File: config.mk
export PLATFORM = sky130hd
export DESIGN_NAME = seq_mag_comparator
export DESIGN_NICKNAME = d
export VERILOG_FILES = /design/src/rtl/cmp_pkg.sv /design/src/rtl/cmp_chunk.sv /design/src/rtl/seq_mag_comparator.sv
export SDC_FILE = /design/constraint.sdc
export NUM_CORES = 1
export LEC_CHECK = 0
export CORE_MARGIN = 4
export CORE_UTILIZATION = 30
export DETAILED_ROUTE_END_ITERATION = 12
export DONT_BUFFER_PORTS = 1
export GPL_TIMING_DRIVEN = 0
export PLACE_DENSITY = 0.44
export SETUP_SLACK_MARGIN = 0.15
export SYNTH_ARGS = -nofsm -noshare
export SYNTH_HDL_FRONTEND = slang
export SYNTH_SLANG_ARGS = --single-unit
export TNS_END_PERCENT = 30
File: constraint.sdc
create_clock -name clk -period 2 [get_ports clk]
set_input_delay 0.3 -clock clk [delete_from_list [all_inputs] [get_ports clk]]
set_output_delay 0.3 -clock clk [all_outputs]
set_load 0.01 [all_outputs]
File: src/rtl/cmp_pkg.sv
// Shared types for the sequential magnitude comparator.
//   stateT  : FSM state encoding (IDLE, RUN, DONE).
//   resultT : packed result flags {eq, gt, lt}, with one-hot constants.
package cmp_pkg;

   typedef enum logic [1:0] {
      IDLE = 2'd0,
      RUN  = 2'd1,
      DONE = 2'd2
   } stateT;

   typedef struct packed {
      logic eq;
      logic gt;
      logic lt;
   } resultT;

   localparam resultT RES_NONE = 3'b000;
   localparam resultT RES_EQ   = 3'b100;
   localparam resultT RES_GT   = 3'b010;
   localparam resultT RES_LT   = 3'b001;

endpackage

File: src/rtl/cmp_chunk.sv
// Combinational unsigned comparator for one CHUNK-wide slice.
// Ports:
//   a, b : CHUNK-bit operand slices
//   eq   : a == b
//   gt   : a >  b (unsigned); "less than" is !eq && !gt
module cmp_chunk #(
   parameter int CHUNK = 2
) (
   input  logic [CHUNK-1:0] a,
   input  logic [CHUNK-1:0] b,
   output logic             eq,
   output logic             gt
);

   assign eq = (a == b);
   assign gt = (a > b);

endmodule

File: src/rtl/seq_mag_comparator.sv
// Multi-cycle magnitude comparator. Compares two WIDTH-bit operands MSB-first,
// CHUNK bits per clock, stopping at the first differing chunk. Signed mode
// flips the sign bit of both operands at acceptance so the walk is always an
// unsigned compare.
// Ports:
//   clk, rst_n   : rising-edge clock, asynchronous active-low reset
//   start        : request a compare (accepted in IDLE or DONE only)
//   signed_mode  : 1 = two's-complement, 0 = unsigned (sampled with start)
//   a, b         : operands (sampled with start)
//   busy         : compare in progress
//   done         : one-cycle pulse when the result becomes valid
//   a_eq_b, a_gt_b, a_lt_b : result flags, held until the next accepted start
//   chunks_used  : chunks examined for the last result
module seq_mag_comparator
   import cmp_pkg::*;
#(
   parameter int WIDTH = 8,
   parameter int CHUNK = 2
) (
   input  logic                                 clk,
   input  logic                                 rst_n,
   input  logic                                 start,
   input  logic                                 signed_mode,
   input  logic [WIDTH-1:0]                     a,
   input  logic [WIDTH-1:0]                     b,
   output logic                                 busy,
   output logic                                 done,
   output logic                                 a_eq_b,
   output logic                                 a_gt_b,
   output logic                                 a_lt_b,
   output logic [$clog2(WIDTH/CHUNK+1)-1:0]     chunks_used
);

   localparam int NCHUNK = WIDTH / CHUNK;
   localparam int IDXW   = (NCHUNK > 1) ? $clog2(NCHUNK) : 1;
   localparam int CUW    = $clog2(NCHUNK + 1);

   stateT            state, stateNext;
   logic [WIDTH-1:0] opA, opANext;
   logic [WIDTH-1:0] opB, opBNext;
   logic [IDXW-1:0]  idx, idxNext;
   logic [CUW-1:0]   chunksUsed, chunksUsedNext;
   resultT           res, resNext;

   logic [CHUNK-1:0] chunkA, chunkB;
   logic             chunkEq, chunkGt;

   // Select the current chunk with constant part-selects so the index never
   // has to be widened into a variable bit offset.
   always_comb begin
      chunkA = '0;
      chunkB = '0;
      for (int i = 0; i < NCHUNK; i++) begin
         if (idx == IDXW'(i)) begin
            chunkA = opA[i*CHUNK +: CHUNK];
            chunkB = opB[i*CHUNK +: CHUNK];
         end
      end
   end

   cmp_chunk #(.CHUNK(CHUNK)) u_cmp_chunk (
      .a  (chunkA),
      .b  (chunkB),
      .eq (chunkEq),
      .gt (chunkGt)
   );

   // NOTE: every signal written here gets a default first, so no path leaves
   // one unassigned and no latch is inferred.
   always_comb begin
      stateNext      = state;
      opANext        = opA;
      opBNext        = opB;
      idxNext        = idx;
      chunksUsedNext = chunksUsed;
      resNext        = res;

      unique case (state)
         IDLE, DONE: begin
            if (start) begin
               // Inverting the sign bit maps two's-complement order onto
               // unsigned order.
               opANext        = {a[WIDTH-1] ^ signed_mode, a[WIDTH-2:0]};
               opBNext        = {b[WIDTH-1] ^ signed_mode, b[WIDTH-2:0]};
               idxNext        = IDXW'(NCHUNK - 1);
               chunksUsedNext = '0;
               resNext        = RES_NONE;
               stateNext      = RUN;
            end else begin
               stateNext = IDLE;
            end
         end
         RUN: begin
            chunksUsedNext = chunksUsed + CUW'(1);
            if (!chunkEq) begin
               resNext   = chunkGt ? RES_GT : RES_LT;
               stateNext = DONE;
            end else if (idx == '0) begin
               resNext   = RES_EQ;
               stateNext = DONE;
            end else begin
               idxNext = idx - IDXW'(1);
            end
         end
         default: stateNext = IDLE;
      endcase
   end

   // NOTE: sequential state uses non-blocking assignments so every register
   // samples pre-edge values regardless of statement order. The operand
   // registers are ordinary flops (not a memory array), so they are reset too.
   always_ff @(posedge clk or negedge rst_n) begin
      if (!rst_n) begin
         state      <= IDLE;
         opA        <= '0;
         opB        <= '0;
         idx        <= '0;
         chunksUsed <= '0;
         res        <= RES_NONE;
      end else begin
         state      <= stateNext;
         opA        <= opANext;
         opB        <= opBNext;
         idx        <= idxNext;
         chunksUsed <= chunksUsedNext;
         res        <= resNext;
      end
   end

   // Straight decodes of registered state; no combinational path from inputs.
   assign busy        = (state == RUN);
   assign done        = (state == DONE);
   assign a_eq_b      = res.eq;
   assign a_gt_b      = res.gt;
   assign a_lt_b      = res.lt;
   assign chunks_used = chunksUsed;

endmodule
# Word-level counts from Yosys, hierarchy flattened
# Index checks and enable logic that the tools add are counted.
[word_totals] register_bits=26 in_bits=20 output_inout_bits=8 elab_cells=53
[classes] n_addsub=2 order_cmp=1 eq_ne=10 mux=22 n_bitwise=2 n_reduce_logical=8
[op_table] op="2-bit 2-to-1 mux" n=14
[op_table] op="3-bit case mux with 2 select lines" n=2
[op_table] op="3-bit 2-to-1 mux" n=3
[op_table] op="2-bit case mux with 2 select lines" n=2
[op_table] op="2-bit equality test, second input constant" n=3
[op_table] op="2-bit by 1-bit equality test with 1-bit output, second input constant" n=2
[op_table] op="2-bit logical NOT" n=2
[op_table] op="2-bit != test, second input constant" n=2
[op_table] op="2-bit AND reduction" n=2
[op_table] op="4-bit AND reduction" n=1
[op_table] op="3-bit by 1-bit adder with 3-bit output, second input constant" n=1
[op_table] op="3-bit by 2-bit != test with 1-bit output, second input constant" n=1
[op_table] op="3-bit AND reduction" n=1
[op_table] op="2-bit equality test" n=1
[op_table] op="2-bit greater-than comparator" n=1
[op_table] op="2-bit by 1-bit != test with 1-bit output, second input constant" n=1
[op_table] op="2-bit nonzero test" n=1
[op_table] op="2-bit OR reduction" n=1
[op_table] op="2-bit by 1-bit subtractor with 2-bit output, second input constant" n=1
[op_table] op="1-bit bitwise XOR" n=2
[op_table] op="1-bit 2-to-1 mux" n=1

# Depth between registers and ports, before layout
# Gate-level depths: netlist (run 1).
[logic_depth] ltp_word=9 depth_mapped=9 mapped_depth_nobuf=9

# Modules after synthesis
# A second synthesis (run 1) with hierarchy kept.
[unflattened] hier_cells=137 hier_area_um2=1287.5
[by_module_without_submodules] mod="seq_mag_comparator" n_inst=1 cells_per_inst=129 area_per_inst_um2=1227.4 seq_area_each_um2=650.6
[by_module_without_submodules] mod="cmp_chunk" n_inst=1 cells_per_inst=8 area_per_inst_um2=60.1 seq_area_each_um2=0.0

# Worst setup path before layout (run 1)
# Ideal clock, no wire load.
[synth_timing] kind="register -> register" start="reg idx[0]" end="reg res, in the netlist a_eq_b" setup_time_ns=0.121 arrival_ns=1.974 required_ns=1.879 slack_ns=-0.095 path_stages_with_launch=10 path_buffers=0 period_less_slack_ns=2.095 cell_sequence="dfrtp_1 -> inv_1 -> ha_1 -> nor2b_4 -> a221o_1 -> a22oi_2 -> ha_1 -> nand2_1 -> nor2_1 -> a22o_1"
[synth_via] elab_chain_len=8 elab_cells_between_ends=17 cone_classes="eq/ne (5); mux (10); reduce/logical (2)"
[synth_rtl] item="start, declared" line_no="seq_mag_comparator.sv:41" text="logic [IDXW-1:0] idx, idxNext;"
[synth_rtl] item="start signal, assigned" line_no="seq_mag_comparator.sv:124" text="idx <= idxNext;"
[synth_rtl] item="2-bit logical NOT" line_no="seq_mag_comparator.sv:54, seq_mag_comparator.sv:98"
[synth_rtl] item="2-bit 2-to-1 mux (4 in a row)" line_no="seq_mag_comparator.sv:54" text="if (idx == IDXW'(i)) begin"
[synth_rtl] item="2-bit equality test" line_no="cmp_chunk.sv:15" text="assign eq = (a == b);"
[synth_rtl] item="3-bit by 2-bit != test with 1-bit output (no line) or 3-bit 2-to-1 mux (tied branches)"
[synth_rtl] item="3-bit AND reduction (no line) or 3-bit case mux with 2 select lines (tied branches)"
[synth_rtl] item="end signal, assigned" line_no="seq_mag_comparator.sv:126" text="res <= resNext;"
[synth_rtl] item="end, declared" line_no="seq_mag_comparator.sv:43" text="resultT res, resNext;"
# Parallel ways exist; a longest one is shown, timed or not.
# A chain may end at the register's enable or synchronous reset.

# Final worst setup path (run 1)
[layout_timing] start="reg idx[0]" end="reg idx[0]"
[layout_via] elab_chain_len=8 elab_cells_between_ends=20 cone_classes="add/sub (1); eq/ne (6); mux (11); reduce/logical (2)"
[layout_rtl] item="2-bit logical NOT" line_no="seq_mag_comparator.sv:54, seq_mag_comparator.sv:98"
[layout_rtl] item="2-bit 2-to-1 mux (4 in a row)" line_no="seq_mag_comparator.sv:54"
[layout_rtl] item="2-bit equality test" line_no="cmp_chunk.sv:15"
[layout_rtl] item="2-bit by 1-bit != test with 1-bit output (no line)"
[layout_rtl] item="4-bit AND reduction (no line)"
# Parallel ways exist; a longest one is shown, timed or not. The select of a mux whose other input is x is not followed.

==> impl_results.md, run 1 <==
- Post-synth top area share: 50.7%
- Req. time, crit path: 2.20 ns
- Core Rows: 23
- Core Region: 0.00406 mm2
- Warning count from the yosys run: 0
- Area contributors post-synth: dfrtp_1 (51%), nand2_1 (15%), ha_1 (6.8%)
- Register Area: 653 um2
- Arrival @ worst endpoint: 2.25 ns
- Initial DRC Count: 44
- Mapped Cells: 135
- Clock transition at the registers of the reported paths: 0.09 ns
- Top Layer Used: met4
- Sink Count: 26
- RSZ-0062 raised after global routing: true
- Post-DRT Antenna Nets: 0
- Routability cong.: 0.717
- First-pass GRT wire length: 4690 um
- Syn Nets: 162
- Clock Skew: 0.00249 ns
- Synthesized area: 0.00128 mm2
- Hpwl dp: 2030 um
- Met3 wire len: 187 um
- DRC: 0
- Worst setup path start: idx[0]
- Hold Startpoint: b[0]
- Post-synth EDFFs: 0
- Initial antenna violation count: 0
- CP Class: reg2reg
- CTS Buf Count: 3
- Die area: 0.00539 mm2
- Hold WC Path Type: in2reg
- PortBufs: 0
- Worst-margin pin slew: 0.497 ns
- Synth Area per Inst: 9.51 um2
- # nets final: 171
- CP startpoint kind: register
- # diodes: 0
- Final core occ: 38.2%
- Tot Pwr: 2.67 mW
- Initial core utilization: 31.6%
- Slew Viols, Final: 0
- M1 WL: 1350 um
- Wire length on met2: 1200 um
- RR Startpoint: idx[0]
- Status: finished, violations left
- GR Overflow Total: 0
- Multi-input gate area: 664 um2
- Seq/Total Area, Yosys: 50.7%
- Final Routed Wirelength: 2790 um
- Max transition margin: 66.9%
- Synth Flop Type: dfrtp_1
- Chip height: 73.4 um
- Final setup fails: 5
- DR WL/cell: 14.4 um
- Netlist cell types: 31
- Setup ws final: -0.0468 ns
- Cell area power density: 1720 mW/mm2
- Crit Path Max Fanout: 5
- Max cap viols: 0
- Number of synthesized register bits: 26
- DR vias: 932
- Fraction of layout cells with a size suffix above 1: 21.0%
- Pre-antenna DRT Iters: 4
- CTS tree: built
- Largest area contributor in the netlist: dfrtp_1
- Fmax: 489 MHz
- # H-tree levels: 1
- Ratio of final minimum period to clock period: 102%
- Final Hold Violating Endpoints: 0
- All-Layer GR Usage: 11.5%
- Vias in the first global route: 1054
- Top Ports: 28
- Violated checks: setup timing
- Synth async-reset ratio: 100%
- Most frequent cells in the layout: nand2_1 (49), dfrtp_1 (24)
- Filler cells: 402
- P_leak: 0.724 nW
- Vias per inst: 4.83
- Most common cell after layout, fill and taps aside: nand2_1
- Area Growth Syn to Fin: 20.8%
- Clock Tree Buf Depth: 2
- Max VDD drop: 478 uV
- Skew-Pair Late Insertion Delay: 0.27 ns
- Crit. End Element: register
- Min Tclk post-route: 2.05 ns
- Clk root buf: clkbuf_8
- Chip width: 73.4 um
- Pin count of the biggest net entering global routing: 27
[critical path, cell delays in order, from the launching register on]
cell	delay, ns
dfrtp_2	0.45
inv_4	0.07
ha_4	0.15
nor2b_4	0.14
a221oi_2	0.25
o31ai_2	0.10
ha_1	0.34
nand2_4	0.09
nor3_4	0.18
mux2i_1	0.21
[flip-flops by register name, summed over array words and instances (netlist names)]
signal	count
idx	2
a_lt_b	1
a_eq_b	1
a_gt_b	1
chunks_used	3
state	2
opA	8
opB	8
[worst paths after layout]
path	end	slack [ns]	cells past startpoint
max	idx[0]	-0.05	9
min reg2reg	opA[0]	0.49	2
min	opB[0]	0.12	2
max reg2reg	idx[0]	-0.05	9
max in group asynchronous	idx[1]	1.39	2
min in group asynchronous	chunks_used[2]	0.45	2
[where the power goes]
group          total, mW  switching [mW]  internal [mW]
clock              0.439           0.171          0.268
combinational       1.28           0.714          0.563
sequential         0.954           0.196          0.757
total               2.67            1.08           1.59
[cell usage after synthesis, types with 3 or more instances]
cell / n
ha_1: 7
inv_1: 5
nor2_1: 3
nand2_1: 50
a21oi_1: 4
nor2b_1: 4
o21ai_0: 4
dfrtp_1: 26
mux2i_1: 4
[per-stage QoR]
step	setup WS (ns)	instance area, um2	TNS, ns	hold slack (ns)	cells
finish	-0.0468	1550	-0.120	0.124	193
global placement	-0.101	1380	-0.502	0.00545	185
floorplan	0.0589	1310	0	0.00441	135
detailed placement	-0.128	1380	-0.564	0.00555	185
global route	-0.200	1550	-0.753	0.111	193
CTS	-0.119	1520	-0.396	0.116	193
[cells by family (layout without fill, tap and decap cells)]
kind of cell	count (synthesis)	after routing	share of synthesized area (%)
AO/OA/AOI/OAI	21	21	11.7
XOR/XNOR	2	2	1.36
adder cells (fa/ha/maj)	7	7	6.82
buffers and inverters	11	19	3.70
flip-flops	26	26	50.7
multiplexers	4	4	3.12
AND/OR/NAND/NOR	64	64	22.6
[final cells by class]
cell class	count	share of cell area (%)
Clock inverter	1	1.94
Clock buffer	3	2.66
Buffer	5	1.69
Timing Repair Buffer	4	2.91
Tap cell	50	4.04
Sequential cell	26	42.1
Inverter	6	1.78
Multi-Input combinational cell	98	42.9
[metal layers]
metal / vias up / global-route usage (%)
li1: 460 / -
met1: 435 / 14.4
met2: 32 / 18.6
met3: 5 / 3.01
met4: 0 / 4.83
met5: - / 0
[timing repair]
action                     in CTS  in global routing
setup endpoints to repair       7                  7
pin swaps                       8                  7
buffers inserted                2                  0
hold buffers                    2                  0
resized for setup               6                  7
hold endpoints to repair       26                  0
No activity file was read; power rests on OpenSTA's default activity.
==> run 2, diff against run 1 <==
- REMOVE_ABC_BUFFERS: unset -> 1
==> impl_results.md, run 2 (synthesis gave the netlist of run 1 again) <==
- Status: finished, violations left
- Violated checks: setup timing
- Vias in the first global route: 963
- CTS Buf Count: 3
- Arrival @ worst endpoint: 2.19 ns
- Initial core utilization: 31.6%
- Crit-path cells: buf_6 -> ha_4 -> nor2b_4 -> a221oi_2 -> o31ai_1 -> ha_1 -> nand2_4 -> mux2i_1 -> a22o_1
- Cell area power density: 1720 mW/mm2
- Hold WC Path Type: in2reg
- Hpwl dp: 1820 um
- P_leak: 0.719 nW
- DR WL/cell: 13.9 um
- Final setup fails: 6
- Filler cells: 414
- RSZ-0062 raised after global routing: true
- Initial antenna violation count: 0
- Most common cell after layout, fill and taps aside: nand2_1
- Placed Area: 0.00132 mm2
- Req. time, crit path: 2.16 ns
- Routability cong.: 0.659
- R2R cell count: 9
- GR Overflow Total: 0
- Most frequent cells in the layout: nand2_1 (49), dfrtp_1 (26), buf_4 (5)
- Area Growth Syn to Fin: 20.1%
- Hold endpoint: opA[0]
- DRC: 0
- Clk root buf: clkbuf_8
- Core Rows: 23
- Min Tclk post-route: 2.03 ns
- Clock Skew: 0.00262 ns
- Fmax: 491 MHz
- Ratio of final minimum period to clock period: 102%
- Max transition margin: 45.6%
- Worst-margin pin slew: 0.816 ns
- Core Region: 0.00406 mm2
- Worst Path Buf+Inv: 1
- Post-DRT Antenna Nets: 0
- RR Startpoint: idx[0]
- Crit. End Element: register
- Reg2reg setup slack: -0.03 ns
- Slowest cell delay on critical path: 0.42 ns
- Pre-antenna DRT Iters: 4
- Placed Instances: 180
- Clock transition at the registers of the reported paths: 0.08 ns
- Top Ports: 28
- Max VDD drop: 779 uV
- Final Hold Violating Endpoints: 0
- CP Class: reg2reg
- Final Cell Area: 0.00154 mm2
- Skew-Pair Late Insertion Delay: 0.26 ns
- Chip width: 73.4 um
- All-Layer GR Usage: 10.5%
- # H-tree levels: 1
- Final Routed Wirelength: 2670 um
- Clock Tree Buf Depth: 2
- Worst hold path depth: 2
- Max cap viols: 0
- # diodes: 0
- Initial DRC Count: 12
- Die area: 0.00539 mm2
- First-pass GRT wire length: 4310 um
- Non-filler cells, final: 192
- Crit-path leading delay family: compound AO/OA/AOI/OAI gates
- Crit Path Max Fanout: 5
- Sink Count: 26
- Tot Pwr: 2.65 mW
- PortBufs: 0
- CP startpoint kind: register
- Critical R2R Capture: a_eq_b
- Slew Viols, Final: 0
- # nets final: 170
- CP max stage cell: dfrtp_1
- Fraction of layout cells with a size suffix above 1: 21.8%
- CTS tree: built
- Setup ws final: -0.0348 ns
- Vias per inst: 4.78
- Chip height: 73.4 um
- Pre-CTS setup slack: -0.380 ns
- Pin count of the biggest net entering global routing: 27
- DR vias: 917
- Hold Startpoint: a[0]
[run 2: per-stage QoR]
stage          util (%)  hold slack, ns  setup TNS, ns
6_report           38.0           0.134         -0.126
5_1_grt            38.0           0.120         -0.907
2_1_floorplan         -         0.00441         -0.419
4_1_cts            36.9           0.127         -0.460
3_5_place_dp       32.6         0.00575          -2.29
3_3_place_gp       32.6         0.00523          -1.82
[run 2: final cells by class]
class	instances	area (um2)	share of cell area [%]
tap	50	62.6	4.06
timing repair buffer	8	78.8	5.11
inverter	6	22.5	1.46
clock buffer	4	55.1	3.57
multi-input combinational	98	672	43.6
sequential	26	651	42.2
[run 2: how the worst max path moves through the flow]
| stage | from | to | cells after the start |
|---|---|---|---|
| after floorplan | idx[0] | a_eq_b | 9 |
| after global placement | idx[0] | a_eq_b | 9 |
| after detailed placement | idx[0] | idx[1] | 9 |
| after CTS | idx[0] | idx[1] | 9 |
| after global routing | idx[0] | a_gt_b | 9 |
| final | idx[0] | a_eq_b | 9 |
[run 2: routing by layer]
layer / part of all wire, % / global-route usage [%] / up-vias
li1: - / - / 458
met1: 47 / 13.3 / 433
met2: 46 / 17.3 / 24
met3: 6.3 / 3.56 / 2
met4: 0.82 / 2.41 / 0
met5: 0 / 0 / -
[run 2: repair_timing]
item	in CTS	in global routing
gates cloned	0	0
setup endpoints to repair	8	7
gates resized for setup	14	5
hold buffers	2	0
pin swaps	7	3
setup buffers	5	1
hold endpoints to repair	26	0
[run 2: worst reg2reg max path: stages (launching register included)]
cell and delay (ns):
dfrtp_1 0.42, buf_6 0.13, ha_4 0.18, nor2b_4 0.18, a221oi_2 0.08, o31ai_1 0.23, ha_1 0.31, nand2_4 0.10
mux2i_1 0.08, a22o_1 0.21
[run 2: where the power goes]
part / internal [mW] / leakage, nW / switching (mW) / total [mW]
Sequential: 0.754 / 0.321 / 0.171 / 0.925
Clock: 0.176 / 0.0288 / 0.151 / 0.326
Combinational: 0.644 / 0.370 / 0.758 / 1.40
Total: 1.57 / 0.719 / 1.08 / 2.65
==> run 3, diff against run 2 <==
- CTS_CLUSTER_SIZE: unset -> 28
==> results of run 3 <==
No change in the layout: final DEF, timing and power equal those of run 2.
